===== src/rtl/alu_share_arbiter_if.sv =====
// Request, response and shared-ALU signal bundle for alu_share_arbiter.
// valid/ready: a transfer happens on a rising edge where valid and ready are both high; the source holds its payload stable while valid=1 and ready=0.
interface alu_share_arbiter_if #(
    parameter int WIDTH = 32
);
    logic             req0_valid;
    logic             req0_ready;
    logic [WIDTH-1:0] req0_a;
    logic [WIDTH-1:0] req0_b;
    logic [2:0]       req0_op;

    logic             req1_valid;
    logic             req1_ready;
    logic [WIDTH-1:0] req1_a;
    logic [WIDTH-1:0] req1_b;
    logic [2:0]       req1_op;

    logic             resp_valid;
    logic             resp_ready;
    logic             resp_id;
    logic [WIDTH-1:0] resp_result;
    logic             resp_zero;

    logic [WIDTH-1:0] alu_a;
    logic [WIDTH-1:0] alu_b;
    logic [2:0]       alu_ctrl;
    logic [WIDTH-1:0] alu_result;
    logic             alu_zero;

    modport slave (
        input  req0_valid, req0_a, req0_b, req0_op,
        output req0_ready,
        input  req1_valid, req1_a, req1_b, req1_op,
        output req1_ready,
        output resp_valid, resp_id, resp_result, resp_zero,
        input  resp_ready,
        output alu_a, alu_b, alu_ctrl,
        input  alu_result, alu_zero
    );

    modport master (
        output req0_valid, req0_a, req0_b, req0_op,
        input  req0_ready,
        output req1_valid, req1_a, req1_b, req1_op,
        input  req1_ready,
        input  resp_valid, resp_id, resp_result, resp_zero,
        output resp_ready,
        input  alu_a, alu_b, alu_ctrl,
        output alu_result, alu_zero
    );
endinterface


===== src/rtl/alu_share_arbiter.sv =====
// Round-robin sharing of one external combinational ALU between two requesters.
// One operation in flight at a time: IDLE (arbitrate) -> EXEC (capture ALU) -> RESP (hold until taken).
module alu_share_arbiter #(
    parameter int WIDTH = 32
) (
    input  logic                clk,
    input  logic                reset_n,
    alu_share_arbiter_if.slave  bus,
    output logic                busy,
    output logic [1:0]          dbg_state
);
    typedef enum logic [1:0] {
        IDLE = 2'd0,
        EXEC = 2'd1,
        RESP = 2'd2
    } state_t;

    state_t           state_q;
    state_t           state_d;
    logic             last_grant_q;
    logic             id_q;
    logic [WIDTH-1:0] a_q;
    logic [WIDTH-1:0] b_q;
    logic [2:0]       op_q;
    logic             resp_valid_q;
    logic             resp_id_q;
    logic             resp_zero_q;
    logic [WIDTH-1:0] resp_result_q;
    logic             pick0;
    logic             pick1;

    // A tie goes to whoever was not granted last; reset leaves last_grant=1 so req0 wins first.
    always_comb begin
        state_d = state_q;
        pick0   = 1'b0;
        pick1   = 1'b0;
        case (state_q)
            IDLE: begin
                pick0 = bus.req0_valid && (!bus.req1_valid || last_grant_q);
                pick1 = bus.req1_valid && (!bus.req0_valid || !last_grant_q);
                if (pick0 || pick1) state_d = EXEC;
            end
            EXEC:    state_d = RESP;
            RESP:    if (bus.resp_ready) state_d = IDLE;
            default: state_d = IDLE;
        endcase
    end

    always_ff @(posedge clk or negedge reset_n) begin
        if (!reset_n) state_q <= IDLE;
        else          state_q <= state_d;
    end

    always_ff @(posedge clk or negedge reset_n) begin
        if (!reset_n) begin
            last_grant_q  <= 1'b1;
            id_q          <= 1'b0;
            a_q           <= '0;
            b_q           <= '0;
            op_q          <= 3'b000;
            resp_valid_q  <= 1'b0;
            resp_id_q     <= 1'b0;
            resp_zero_q   <= 1'b0;
            resp_result_q <= '0;
        end else begin
            if (pick0 || pick1) begin
                a_q          <= pick1 ? bus.req1_a  : bus.req0_a;
                b_q          <= pick1 ? bus.req1_b  : bus.req0_b;
                op_q         <= pick1 ? bus.req1_op : bus.req0_op;
                id_q         <= pick1;
                last_grant_q <= pick1;
            end
            if (state_q == EXEC) begin
                resp_result_q <= bus.alu_result;
                resp_zero_q   <= bus.alu_zero;
                resp_id_q     <= id_q;
                resp_valid_q  <= 1'b1;
            end else if (state_q == RESP && bus.resp_ready) begin
                resp_valid_q  <= 1'b0;
            end
        end
    end

    assign bus.req0_ready  = pick0;
    assign bus.req1_ready  = pick1;
    assign bus.alu_a       = a_q;
    assign bus.alu_b       = b_q;
    assign bus.alu_ctrl    = op_q;
    assign bus.resp_valid  = resp_valid_q;
    assign bus.resp_id     = resp_id_q;
    assign bus.resp_result = resp_result_q;
    assign bus.resp_zero   = resp_zero_q;
    assign busy            = (state_q != IDLE);
    assign dbg_state       = state_q;
endmodule


===== src/flat_wrapper.sv =====
// flat-port wrapper written by rule: the top's interface ports become plain ports
module alu_share_arbiter_flat 
#(
    parameter int WIDTH = 32
)
  (clk, reset_n, busy, dbg_state, bus_req0_valid, bus_req0_a, bus_req0_b, bus_req0_op, bus_req0_ready, bus_req1_valid, bus_req1_a, bus_req1_b, bus_req1_op, bus_req1_ready, bus_resp_valid, bus_resp_id, bus_resp_result, bus_resp_zero, bus_resp_ready, bus_alu_a, bus_alu_b, bus_alu_ctrl, bus_alu_result, bus_alu_zero);
  alu_share_arbiter_if #(.WIDTH(WIDTH)) bus_i ();
  input  logic clk;
  input  logic reset_n;
  output logic busy;
  output logic [1:0] dbg_state;
  input wire logic [$bits(bus_i.req0_valid)-1:0] bus_req0_valid;
  input wire logic [$bits(bus_i.req0_a)-1:0] bus_req0_a;
  input wire logic [$bits(bus_i.req0_b)-1:0] bus_req0_b;
  input wire logic [$bits(bus_i.req0_op)-1:0] bus_req0_op;
  output wire logic [$bits(bus_i.req0_ready)-1:0] bus_req0_ready;
  input wire logic [$bits(bus_i.req1_valid)-1:0] bus_req1_valid;
  input wire logic [$bits(bus_i.req1_a)-1:0] bus_req1_a;
  input wire logic [$bits(bus_i.req1_b)-1:0] bus_req1_b;
  input wire logic [$bits(bus_i.req1_op)-1:0] bus_req1_op;
  output wire logic [$bits(bus_i.req1_ready)-1:0] bus_req1_ready;
  output wire logic [$bits(bus_i.resp_valid)-1:0] bus_resp_valid;
  output wire logic [$bits(bus_i.resp_id)-1:0] bus_resp_id;
  output wire logic [$bits(bus_i.resp_result)-1:0] bus_resp_result;
  output wire logic [$bits(bus_i.resp_zero)-1:0] bus_resp_zero;
  input wire logic [$bits(bus_i.resp_ready)-1:0] bus_resp_ready;
  output wire logic [$bits(bus_i.alu_a)-1:0] bus_alu_a;
  output wire logic [$bits(bus_i.alu_b)-1:0] bus_alu_b;
  output wire logic [$bits(bus_i.alu_ctrl)-1:0] bus_alu_ctrl;
  input wire logic [$bits(bus_i.alu_result)-1:0] bus_alu_result;
  input wire logic [$bits(bus_i.alu_zero)-1:0] bus_alu_zero;
  assign bus_i.req0_valid = bus_req0_valid;
  assign bus_i.req0_a = bus_req0_a;
  assign bus_i.req0_b = bus_req0_b;
  assign bus_i.req0_op = bus_req0_op;
  assign bus_req0_ready = bus_i.req0_ready;
  assign bus_i.req1_valid = bus_req1_valid;
  assign bus_i.req1_a = bus_req1_a;
  assign bus_i.req1_b = bus_req1_b;
  assign bus_i.req1_op = bus_req1_op;
  assign bus_req1_ready = bus_i.req1_ready;
  assign bus_resp_valid = bus_i.resp_valid;
  assign bus_resp_id = bus_i.resp_id;
  assign bus_resp_result = bus_i.resp_result;
  assign bus_resp_zero = bus_i.resp_zero;
  assign bus_i.resp_ready = bus_resp_ready;
  assign bus_alu_a = bus_i.alu_a;
  assign bus_alu_b = bus_i.alu_b;
  assign bus_alu_ctrl = bus_i.alu_ctrl;
  assign bus_i.alu_result = bus_alu_result;
  assign bus_i.alu_zero = bus_alu_zero;
  alu_share_arbiter #(.WIDTH(WIDTH)) u_core (.clk(clk), .reset_n(reset_n), .bus(bus_i), .busy(busy), .dbg_state(dbg_state));
endmodule

===== config.mk =====
export PLATFORM = sky130hd
export DESIGN_NAME = alu_share_arbiter_flat
export DESIGN_NICKNAME = d
export VERILOG_FILES = /design/src/rtl/alu_share_arbiter_if.sv /design/src/rtl/alu_share_arbiter.sv /design/src/flat_wrapper.sv
export SDC_FILE = /design/constraint.sdc
export NUM_CORES = 1
export LEC_CHECK = 0
export CAP_MARGIN = 30
export CORE_AREA = 2 2 109 111
export CTS_CLUSTER_SIZE = 28
export DETAILED_ROUTE_END_ITERATION = 10
export DIE_AREA = 0 0 111 113
export DONT_BUFFER_PORTS = 1
export PLACE_DENSITY_LB_ADDON = 0.12
export SLEW_MARGIN = 10
export SYNTH_ARGS = -nofsm -noshare
export SYNTH_HDL_FRONTEND = slang
export SYNTH_SLANG_ARGS = --single-unit

===== constraint.sdc =====
create_clock -name clk -period 1.8 [get_ports clk]
set_input_delay 0.45 -clock clk [delete_from_list [all_inputs] [get_ports clk]]
set_output_delay 0.45 -clock clk [all_outputs]
set_load 0.005 [all_outputs]

==> impl_metrics.csv <==
group,metric,value,unit
outcome,run_status,"finished with violations",
drt,via_per_inst,6.12,
power,p_sw,4300,µW
placed_design,port_buffers,0,
power,p_leak,0.00245,µW
global_routing,m1_gr_usage,26.5,%
clock_tree,inserted_clock_buffers,9,
placed_design,final_weighted_congestion_of_routability_driven_global_placement,0.790,
placed_design,placement.setup.worst_slack,0.0377,ns
critical_path,cp_startpoint_kind,"flop",
critical_path,worst_path_max_delay_cell,"dfrtp_1",
critical_path,slack_of_the_worst_reg_to_reg_path,0.12,ns
clock_tree,cts-root-buf,"clkbuf_16",
synth,synth_top_area_cell,"dfrtp_1",
final_layout,nets,642,
critical_path,required_time_at_the_worst_slack_endpoint,1.35,ns
floorplan,floorplan.initialDensity,46.7,%
synth,post-synth-top-area-fraction,49.9,%
synth,cell_types_occupying_the_most_area_after_synthesis,"dfrtp_1 (50%), o311ai_4 (10%), mux2_2 (7.3%)",
global_routing,grt_start_max_net_pins,107,
sta,final_critical_path_setup_slack,-0.0112,ns
clock_tree,tritoncts,"yes",
floorplan,fp.dieArea,12500,µm²
global_routing,grt_antenna_before_repair,0,
power,worst_supply_voltage_drop_on_vdd,1070,µV
job,max_cap_violations,0,
final_layout,layout.cell_area.non_filler,5850,µm²
synth,syn_area_per_cell,11.0,µm²
placed_design,hpwlAfterDp,9970,µm
final_layout,fillerInstances,1056,
power,share_comb_of_total_power,40.3,%
critical_path,timing_worst_setup_path_type,"flop to primary output",
global_routing,grt_first_pass_wirelength,22600,µm
final_layout,sequential_standard_cell_area,2650,µm²
drt,vias,3780,
clock_tree,clk_pin_slew,0.07,ns
critical_path,crit_start,"u_core.dbg_state[1]",
synth,syn-cell-area,5270,µm²
drt,drt-total-wl,14300,µm
sta,hold_viol,106,
floorplan,floorplan.die.height,113,µm
power,power_frac_clock,17.9,%
critical_path,worst_ep_arrival_time,1.36,ns
sta,rsz0062_at_grt,"yes",
synth,postSynthCellCount,477,
floorplan,rows,39,
power,power_frac_seq,41.8,%
synth,synth_fp_nets,649,
sta,tightest_slew,0.560,ns
critical_path,rr_endpoint,"u_core.id_q",
synth,synth.yosys.warnings,0,
global_routing,groute.usage.overall,22.9,%
sta,finalCriticalPeriod,1.81,ns
global_routing,met3_use_gr,7.87,%
critical_path,critical_path.max_fanout,6,
sta,slew-limit-headroom,62.7,%
critical_path,endpoint_kind,"primary output",
clock_tree,clock_tree.htree_level_count,3,
final_layout,antenna_cells_inserted,0,
power,power_consumption,11100,µW
outcome,violations,"hold timing, setup timing",
synth,ys_seq_area_share,50.4,%
critical_path,cp-endpoint,"bus_req1_ready",
sta,timing.final.setup_violations,2,
min_path,holdCritPathClass,"input pin to async pin",
critical_path,worst_r2r_startpoint,"u_core.dbg_state[0]",
final_layout,layout-drive-gt1-share,23.2,%
synth,ys_types,27,
sta,achievable-frequency,552,MHz
critical_path,critical_path.cell_chain,"buf_6 -> nor3b_4 -> and2_4",
drt,avgRoutedWirePerCell,23.2,µm
placed_design,placedInstanceArea,5450,µm²
global_routing,global_route.peak_usage_layer,"met2",
global_routing,use_met2,39.5,%
sta,fin_crit_sh,101,%
drt,drc_errors,0,
critical_path,critical-path-max-stage-delay,0.40,ns
floorplan,coreArea,11300,µm²
drt,drtPass1Iterations,4,
clock_tree,clock_insertion_delay_worst_skew,0.34,ns
final_layout,area_added_between_synthesis_and_finish,11.1,%
critical_path,r2r_cells,10,
final_layout,layout_commonest_cell,"dfrtp_1",
final_layout,multiInputGateArea,2150,µm²
sta,timing_max_transition_violations_final,0,
final_layout,most-common-layout-cells,"dfrtp_1 (105), inv_1 (70), o21ai_0 (68)",
global_routing,gr-total-overflow,0,
power,power.share.switching,38.6,%
floorplan,die-width,111,µm
global_routing,grt_pass1_vias,4033,
sta,smallest_hold_slack,-0.207,ns
floorplan,top_level_ports,279,
drt,drt_antenna_net_count,0,
power,power.density,1910,nW/µm²
clock_tree,cts.sinks,106,
synth,synth_seq_cells,106,
power,internal_power_component,6850,µW
sta,fin_skew,0.00526,ns
drt,drt_first_iter_violations,200,
clock_tree,clock_path_buffers,2,
## cell families after synthesis
logic type      share of synthesized area (%)
compound gates                           24.5
buf+inv                                  9.79
flops                                    50.4
mux                                      7.27
simple gates                             8.08
## timing repair
item	in CTS	in global routing
gates resized for setup	5	2
setup buffers	8	0
endpoints found under the hold margin	106	106
cloned	2	0
setup endpoints to repair	2	19
pin swaps	3	3
## per-stage QoR
stage	hold slack (ns)	setup TNS [ns]	std cells	utilization [%]
floorplan	0.154	0	477	-
global placement	0.156	0	593	48.4
detailed placement	0.156	0	593	48.4
CTS	-0.217	-0.0540	619	51.9
global route	-0.226	-0.135	618	51.9
finish	-0.207	-0.0173	618	51.9
## state kept, by name, summed over array words and instances (netlist names)
signal	flops
u_core.dbg_state	2
u_core.bus.alu_b	32
u_core.bus.alu_a	32
u_core.bus.resp_result	32
u_core.bus.alu_ctrl	3
u_core.bus.resp_zero	1
u_core.last_grant_q	1
u_core.bus.resp_id	1
u_core.id_q	1
u_core.bus.resp_valid	1
## area by class of cell
type                            instances  share of cell area [%]
Timing Repair Buffer                   28                    5.13
Multi-Input combinational cell        255                    36.8
Tap cell                              143                    3.06
Sequential cell                       106                    45.4
Clock inverter                          7                    1.33
Inverter                               70                    4.49
Clock buffer                            9                    3.85
## synthesized netlist by cell type (all sizes together)
| cell | instances |
|---|---|
| nor2 | 3 |
| inv | 70 |
| nand3 | 67 |
| buf | 21 |
| or2 | 3 |
| clkbuf | 27 |
| and2 | 1 |
| nand2b | 1 |
| nor3 | 1 |
| dfrtp | 105 |
| nor2b | 2 |
| nand2 | 2 |
| mux2 | 34 |
| dfstp | 1 |
| o21ai | 68 |
| nor3b | 2 |
| o311ai | 67 |
| a21oi | 2 |
## layer usage
layer | wire length, µm | share of wire [%] | up-vias
li1 | - | - | 1700
met3 | 1230 | 8.6 | 23
met1 | 5560 | 39 | 1869
met5 | 0 | 0 | -
met2 | 7220 | 50 | 188
met4 | 313 | 2.2 | 0
## worst min-delay path by stage
stage | from | to | slack (ns) | cells after the start
2_1_floorplan | reset_n | u_core.bus.alu_a[0] | 0.15 | 0
3_3_place_gp | reset_n | u_core.bus.alu_b[20] | 0.16 | 0
3_5_place_dp | reset_n | u_core.bus.alu_b[21] | 0.16 | 0
4_1_cts | reset_n | u_core.bus.alu_b[22] | -0.22 | 0
5_1_grt | reset_n | u_core.bus.alu_ctrl[0] | -0.23 | 0
6_report | reset_n | u_core.bus.alu_ctrl[0] | -0.21 | 0
## critical path: cells and delay by family, from the launching register on
| family | cells | cell delay (ns) |
|---|---|---|
| simple gates | 2 | 0.47 |
| flops | 1 | 0.40 |
| buf+inv | 1 | 0.15 |
## power groups by stage
stage / Combinational (µW) / Sequential, µW / Clock, µW
4_1_cts: 4530 / 4690 / 2050
3_5_place_dp: 4380 / 4730 / 0
5_1_grt: 4930 / 4810 / 2140
6_report: 4490 / 4650 / 2000
3_3_place_gp: 4220 / 4700 / 0
2_1_floorplan: 3540 / 4360 / 0
(Power assumes the default switching activity.)
